$ cat src/rtl/pec_snapshot_streamer.sv
// Captures the performance counter array into a snapshot and streams it out over AXI-Stream
// as one header beat followed by NUM_BEATS data beats.
module pec_snapshot_streamer #(
  parameter int unsigned NUM_COUNTERS   = 115,
  parameter int unsigned COUNTER_WIDTH  = 7,
  parameter int unsigned TDATA_WIDTH    = 64,
  parameter int unsigned AUTO_THRESHOLD = 120,
  localparam int unsigned SNAP_W        = NUM_COUNTERS * COUNTER_WIDTH
) (
  input  logic                   clk,
  input  logic                   rst_n,
  input  logic [SNAP_W-1:0]      counters_flat,
  input  logic                   snapshot_req,
  input  logic                   auto_en,
  output logic                   counters_clear,
  output logic                   busy,
  output logic [TDATA_WIDTH-1:0] m_axis_tdata,
  output logic                   m_axis_tvalid,
  input  logic                   m_axis_tready,
  output logic                   m_axis_tlast
);

  localparam int unsigned NUM_BEATS = (SNAP_W + TDATA_WIDTH - 1) / TDATA_WIDTH;
  localparam int unsigned PAD_W     = NUM_BEATS * TDATA_WIDTH;
  localparam int unsigned BEAT_W    = (NUM_BEATS > 1) ? $clog2(NUM_BEATS) : 1;

  localparam logic [BEAT_W-1:0]        LAST_BEAT = BEAT_W'(NUM_BEATS - 1);
  localparam logic [COUNTER_WIDTH-1:0] THRESH    = COUNTER_WIDTH'(AUTO_THRESHOLD);

  localparam logic [1:0] ST_IDLE   = 2'd0;
  localparam logic [1:0] ST_HEADER = 2'd1;
  localparam logic [1:0] ST_DATA   = 2'd2;

  logic [1:0]        state_q, state_d;
  logic [SNAP_W-1:0] snap_q;
  logic [BEAT_W-1:0] beat_q;
  logic [15:0]       seq_q, drop_q, hdr_drop_q;
  logic              hdr_auto_q;
  logic              auto_hit, auto_cond, capture, handshake;
  logic [PAD_W-1:0]  snap_pad;

  always_comb begin
    auto_hit = 1'b0;
    for (int i = 0; i < NUM_COUNTERS; i++) begin
      if (counters_flat[i*COUNTER_WIDTH +: COUNTER_WIDTH] >= THRESH) auto_hit = 1'b1;
    end
  end

  assign auto_cond      = auto_en && auto_hit;
  // Gated by rst_n so a reset cycle can never clear the upstream counters.
  assign capture        = (state_q == ST_IDLE) && rst_n && (snapshot_req || auto_cond);
  assign counters_clear = capture;
  assign busy           = (state_q != ST_IDLE);
  assign m_axis_tvalid  = busy;
  assign m_axis_tlast   = (state_q == ST_DATA) && (beat_q == LAST_BEAT);
  assign handshake      = m_axis_tvalid && m_axis_tready;

  always_comb begin
    state_d = state_q;
    case (state_q)
      ST_IDLE:   if (capture) state_d = ST_HEADER;
      ST_HEADER: if (handshake) state_d = ST_DATA;
      ST_DATA:   if (handshake && m_axis_tlast) state_d = ST_IDLE;
      default:   state_d = ST_IDLE;
    endcase
  end

  // Output beat is decoded from held registers, so it stays stable through any stall.
  always_comb begin
    snap_pad               = '0;
    snap_pad[SNAP_W-1:0]   = snap_q;
    m_axis_tdata           = '0;
    if (state_q == ST_HEADER) begin
      m_axis_tdata[15:0]  = seq_q;
      m_axis_tdata[31:16] = hdr_drop_q;
      m_axis_tdata[32]    = hdr_auto_q;
    end else if (state_q == ST_DATA) begin
      for (int k = 0; k < NUM_BEATS; k++) begin
        if (beat_q == BEAT_W'(k)) m_axis_tdata = snap_pad[k*TDATA_WIDTH +: TDATA_WIDTH];
      end
    end
  end

  always_ff @(posedge clk) begin
    if (!rst_n) begin
      state_q    <= ST_IDLE;
      snap_q     <= '0;
      beat_q     <= '0;
      seq_q      <= '0;
      drop_q     <= '0;
      hdr_drop_q <= '0;
      hdr_auto_q <= 1'b0;
    end else begin
      state_q <= state_d;
      if (capture) begin
        snap_q     <= counters_flat;
        hdr_drop_q <= drop_q;
        hdr_auto_q <= auto_cond;
        drop_q     <= '0;
        beat_q     <= '0;
      end else begin
        if (busy && snapshot_req && (drop_q != 16'hFFFF)) drop_q <= drop_q + 16'd1;
        if (handshake && (state_q == ST_HEADER)) seq_q <= seq_q + 16'd1;
        if (handshake && (state_q == ST_DATA)) beat_q <= beat_q + BEAT_W'(1);
      end
    end
  end

endmodule

$ cat config.mk
export PLATFORM = sky130hd
export DESIGN_NAME = pec_snapshot_streamer
export DESIGN_NICKNAME = d
export VERILOG_FILES = /design/src/rtl/pec_snapshot_streamer.sv
export SDC_FILE = /design/constraint.sdc
export NUM_CORES = 1
export LEC_CHECK = 0
export ABC_AREA = 1
export CAP_MARGIN = 20
export CORE_UTILIZATION = 23
export DETAILED_ROUTE_END_ITERATION = 8
export HOLD_SLACK_MARGIN = 0.1
export PLACE_DENSITY_LB_ADDON = 0.15
export SKIP_LAST_GASP = 1
export SYNTH_ARGS = -nofsm -noshare
export SYNTH_HDL_FRONTEND = slang
export SYNTH_SLANG_ARGS = --single-unit
$ cat constraint.sdc
create_clock -name clk -period 3.4 [get_ports clk]
set_clock_uncertainty 0.1 [all_clocks]
set_input_delay 0.68 -clock clk [delete_from_list [all_inputs] [get_ports clk]]
set_output_delay 0.68 -clock clk [all_outputs]
set_load 0.03 [all_outputs]
## Yosys cells after proc, flatten, opt, wreduce, memory -nomap -nowiden

Index checks and enable logic that the tools add are counted.

| word-level totals | value |
|---|---|
| logic and storage cells | 297 |
| flip-flop bits (word level) | 860 |
| input bits | 810 |
| output and inout bits | 68 |

| operators by class | value |
|---|---|
| muxes and demuxes | 135 |
| equal/unequal tests | 18 |
| reduce and logical (&&, ||, !) cells | 17 |
| add/subtract/negate cells | 3 |
| order comparisons | 115 |
| bitwise logic cells | 2 |

Operator list:

| operator | number |
|---|---|
| 2-to-1 mux 64 bit | 14 |
| greater-or-equal comparator 7 bit (second input constant) | 115 |
| 2-to-1 mux 1 bit | 115 |
| 2-to-1 mux 33 bit | 1 |
| adder 16 x 1 -> 16 bit (second input constant) | 2 |
| 2-to-1 mux 31 bit | 1 |
| equality test 4 bit (second input constant) | 5 |
| equality test 4 x 3 -> 1 bit (second input constant) | 4 |
| != test 16 bit (second input constant) | 1 |
| logical AND 1 bit | 10 |
| equality test 4 x 2 -> 1 bit (second input constant) | 2 |
| 2-to-1 mux 2 bit | 3 |
| case mux 2 bit (3 select lines) | 1 |
| adder 4 x 1 -> 4 bit (second input constant) | 1 |
| equality test 4 x 1 -> 1 bit (second input constant) | 1 |
| logical NOT 4 bit | 1 |
| != test 2 bit (second input constant) | 2 |
| AND reduction 3 bit | 1 |
| equality test 2 x 1 -> 1 bit (second input constant) | 1 |
| equality test 2 bit (second input constant) | 1 |
| logical NOT 2 bit | 1 |
| != test 2 x 1 -> 1 bit (second input constant) | 1 |
| inverter 1 bit | 2 |
| AND reduction 2 bit | 1 |
| 3 further kinds | 3 |

## Longest topological paths before layout

| logic depth | value |
|---|---|
| word-level depth | 121 |
| depth in mapped cells | 18 |
| gate-level depth less buffers | 16 |

## Least setup slack after synthesis

No wires, ideal clock.

| path | value |
|---|---|
| path type | reg-to-output |
| from | register beat_q[1] |
| to | output port m_axis_tdata[52] |
| path buffers | 4 |
| cell stages (with the launch flop) | 16 |
| data required time | 2.620 ns |
| arrival time | 2.406 ns |
| setup slack | 0.214 ns |
| cell sequence | dfxtp_1 inv_1 ha_1 buf_2 inv_1 buf_2 nor2_2 inv_1 clkbuf_1 buf_2 nand2_1 nand3_1 nand2_1 nand3_1 nand2_1 a21oi_1 |

| between the ends | value |
|---|---|
| word-level cells in the longest chain between the ends | 16 |
| elaborated cells on any way between the ends | 28 |
| those cells by class | eq/ne: 12; mux: 15; reduce/logical: 1 |

Ends and longest elaborated chain:

| element | line | RTL |
|---|---|---|
| start, declared | 36 | `logic [BEAT_W-1:0] beat_q;` |
| start signal, assigned | 104 | `if (handshake && (state_q == ST_DATA)) beat_q <= beat_q + BEAT_W'(1);` |
| logical NOT 4 bit | 79 | `if (beat_q == BEAT_W'(k)) m_axis_tdata = snap_pad[k*TDATA_WIDTH +: TDATA_WIDTH];` |
| 2-to-1 mux 64 bit (12 in series) | 79 |  |
| 2-to-1 mux 64 bit (*) | 79 |  |
| 2-to-1 mux 64 bit (*) | 77 | `end else if (state_q == ST_DATA) begin` |
| 2-to-1 mux 31 bit (*) | 73 | `if (state_q == ST_HEADER) begin` |
| end, declared | 17 | `output logic [TDATA_WIDTH-1:0] m_axis_tdata,` |

Mark *: on every way between the ends. The rest lies on a longest branch, timed or not.

## Worst setup path in the final report

| path | value |
|---|---|
| from | register beat_q[1] |
| to | output port m_axis_tdata[8] |

| between the ends | value |
|---|---|
| word-level cells in the longest chain between the ends | 16 |
| elaborated cells on any way between the ends | 28 |
| those cells by class | eq/ne: 12; mux: 15; reduce/logical: 1 |

Ends and longest elaborated chain:

| element | line |
|---|---|
| logical NOT 4 bit | 79 |
| 2-to-1 mux 64 bit (12 in series) | 79 |
| 2-to-1 mux 64 bit (*) | 79 |
| 2-to-1 mux 64 bit (*) | 77 |
| 2-to-1 mux 33 bit (*) | 73 |

Marked as above.

==> metrics.csv <==
stage,metric,value,unit
run_status,status,finished with violations,
run_status,violations,setup timing,
clock_tree,cts_made_buffers,108,
floorplanning,die_w,422,um
power,power_frac_comb,19.6,%
floorplanning,dieArea,0.178,mm2
cells_and_area,area_delta_synth_final,62.4,%
yosys,syn_area_per_cell,6.33,um2
sta,setup_ws,-0.657,ns
routing,wirelength,230000,um
clock_tree,clock_latency,0.70,ns
power,switching_share,29.5,%
floorplanning,io_pins,878,
clock_tree,cts_tree,yes,
yosys,synth-seq-cells,860,
worst_hold_path,holdCritPathClass,in -> reg,
worst_setup_path,critical_path.cell_chain,inv_4 > buf_6 > ha_4 > clkinvlp_4 > nor2_4 > clkinv_4 > buf_12 > buf_12 > nand2_4 > inv_2 > nand2_2 > nand2_2 > nand2_1 > nand2_2 > nand3_4 > nand2_4 > nand2_4 > nand2_4 > a21oi_2 > buf_4 > buf_12,
sta,finalHoldViolations,0,
power,p_sw,8650,uW
worst_setup_path,cp-end-kind,output pin,
cells_and_area,n_fill_cell,18800,
floorplanning,die_h,422,um
power,p_per_area,444,mW/mm2
clock_tree,clk_pin_slew,0.05,ns
yosys,yosysWarningCount,0,
grt,grt_overflow,0,
routing,via_per_inst,4.60,
power,power.share.clock,40.5,%
routing,drtPass1Iterations,5,
job,maxCapViolations,0,
sta,rsz0062_at_grt,yes,
clock_tree,clockBufferDepth,3,
cells_and_area,layout_common_cells,"nand2_1, nand3_1, dfxtp_1",
worst_setup_path,cp.required,2.62,ns
grt,antenna_found_initial,78,
worst_setup_path,cp_slowest_cell,dfxtp_2,
sta,setup_viol,65,
sta,fin_crit_sh,119,%
cells_and_area,drive_gt1_share,22.4,%
cells_and_area,nets,8425,
clock_tree,clk_root_buffer_cell,clkbuf_16,
sta,max_freq,247,MHz
routing,ant_nets,0,
grt,track_usage,24.6,%
cells_and_area,fin_util,37.7,%
cells_and_area,final_common_cell,nand2_1,
sta,tightest_slew,1.32,ns
worst_setup_path,cp_slowest_stage_delay,0.34,ns
worst_setup_path,critical_path_class,reg -> out,
floorplanning,initial_utilization,23.2,%
clock_tree,h-tree-depth,3,
grt,grt_max_degree,208,
grt,grt_pass1_wl,318000,um
yosys,synth_edf_count,0,
placement,gp_congestion,0.884,
worst_setup_path,critPathLaunchType,flip-flop,
yosys,synth_cell_types,35,
routing,dr_total_vias,46300,
power,p_int,20600,uW
routing,drt_iter0_markers,3211,
routing,wl_per_cell,22.9,um
sta,min_period,4.06,ns
power,sequentialPowerShare,39.9,%
yosys,syn-cell-area,0.0406,mm2
sta,drv_slew,0,
placement,dp_hpwl,174000,um
yosys,synth_ff_type,dfxtp_1,
power,vdd_drop_max,0.000376,V
placement,numPortBuffers,877,
worst_setup_path,cpLargestDelayFamily,buffers and inverters,
routing,remaining_drc_errors,0,
power,p_leak,0.0331,uW
yosys,async_reset_ff_share,0,%
floorplanning,num_rows,153,
grt,grt_pass1_vias,44900,
clock_tree,clkSinkCount,860,
yosys,syn_nets,7224,
worst_setup_path,path_buf_inv,9,
worst_setup_path,cp_max_fo,7,
yosys,syn_inst,6408,
sta,relSlewSlack,11.9,%
worst_setup_path,critPathMostFrequentCell,nand2_4,
floorplanning,core,0.175,mm2
yosys,synth_seq_area_share,42.4,%
worst_setup_path,arrival,3.28,ns
power,power,29300,uW
-- repair_timing --
action                                   CTS  global route
cloned                                    12            14
endpoints found under the setup margin   871            66
hold endpoints to repair                   0             4
pin swaps                                345           408
buffers inserted                          34            26
gates resized for setup                 1031           635
hold buffers                               0             4
-- layer usage --
layer / share of wire, % / track usage, % / vias to the layer above
li1: - / - / 22700
met5: 0.020 / 0 / -
met3: 3.4 / 2.57 / 384
met1: 39 / 28.0 / 22000
met4: 5.3 / 12.1 / 8
met2: 52 / 45.1 / 1186
-- stage by stage --
stage	TNS [ns]	hold WS [ns]	std cells	setup slack, ns	cell area (um2)
3_3_place_gp	-779.36	0.345	9762	-0.986	56300
4_1_cts	-47.96	0.146	9995	-0.808	63600
5_1_grt	-44.68	0.100	10100	-0.763	65900
6_report	-36.05	0.112	10100	-0.657	65900
2_1_floorplan	0	0.326	6408	0.214	40600
3_5_place_dp	-797.04	0.345	9762	-1.02	56300
-- power groups by stage --
stage               clock (uW)  combinational (uW)  sequential, uW
floorplan                    0                2130           11700
global placement             0                5180           11800
detailed placement           0                5200           11900
CTS                      12100                5720           11600
global route             12500                6170           11800
finish                   11900                5750           11700
-- sequential cells by signal, indices dropped and copies added, names as in the netlist --
| signal | count |
|---|---|
| state_q | 2 |
| beat_q | 4 |
| snap_q | 805 |
| drop_q | 16 |
| seq_q | 16 |
| hdr_auto_q | 1 |
| hdr_drop_q | 16 |
-- worst reg2reg max path: cells and delay by family, from the launching register on --
family / cells / cell delay (ns)
and+or+nand+nor: 5 / 1.43
DFF: 1 / 0.39
buffers and inverters: 2 / 0.36
AOI/OAI and AO/OA: 2 / 0.20
-- final timing paths --
path / startpoint / to / slack [ns] / depth (start not counted)
setup reg to reg: state_q[0] / seq_q[13] / 0.82 / 9
setup / recovery: beat_q[1] / m_axis_tdata[8] / -0.66 / 21
hold reg to reg: drop_q[9] / hdr_drop_q[9] / 0.35 / 2
hold / removal: counters_flat[178] / snap_q[178] / 0.11 / 3
-- cell usage after synthesis (2+ instances only) --
master    count  area (um2)
dfxtp_1     860       17200
o211ai_1      4        30.0
clkbuf_1    212         796
xnor2_1       7        61.3
nor4_1        4        25.0
xor2_1       10        87.6
nand2_1    2803       10500
or2_2        32         200
a21oi_1      73         365
nor2_1      526        1970
o21ai_0      64         320
buf_1        18        67.6
inv_2         4        15.0
buf_2       175         876
ha_1          6        75.1
buf_6         9         101
nand4_1     126         788
nand3b_1      3        22.5
or2_0         2        12.5
inv_1       326        1220
nand3_1    1095        5480
buf_4        22         165
nor2_2        3        18.8
nor3_1       13        65.1
-- logic make-up (layout without fill, tap and decap cells) --
group	after synthesis	after routing	share of synthesized area, %
simple gates	4613	4613	47.2
fa+ha+maj	6	6	0.185
xor+xnor	17	17	0.367
buf+inv	767	2054	8.00
flops	860	860	42.4
other cells	0	40	0
compound gates	145	145	1.83
-- cell type report --
cell class / instances / area [um2] / area share [%]
Clock buffer: 172 / 3350 / 5.08
Inverter: 331 / 1300 / 1.97
Antenna cell: 40 / 100 / 0.152
Sequential cell: 860 / 17200 / 26.1
Multi-Input combinational cell: 4781 / 24500 / 37.2
Clock inverter: 24 / 258 / 0.391
Timing Repair Buffer: 1527 / 16300 / 24.7
Tap cell: 2325 / 2910 / 4.41
(Power assumes the default switching activity.)
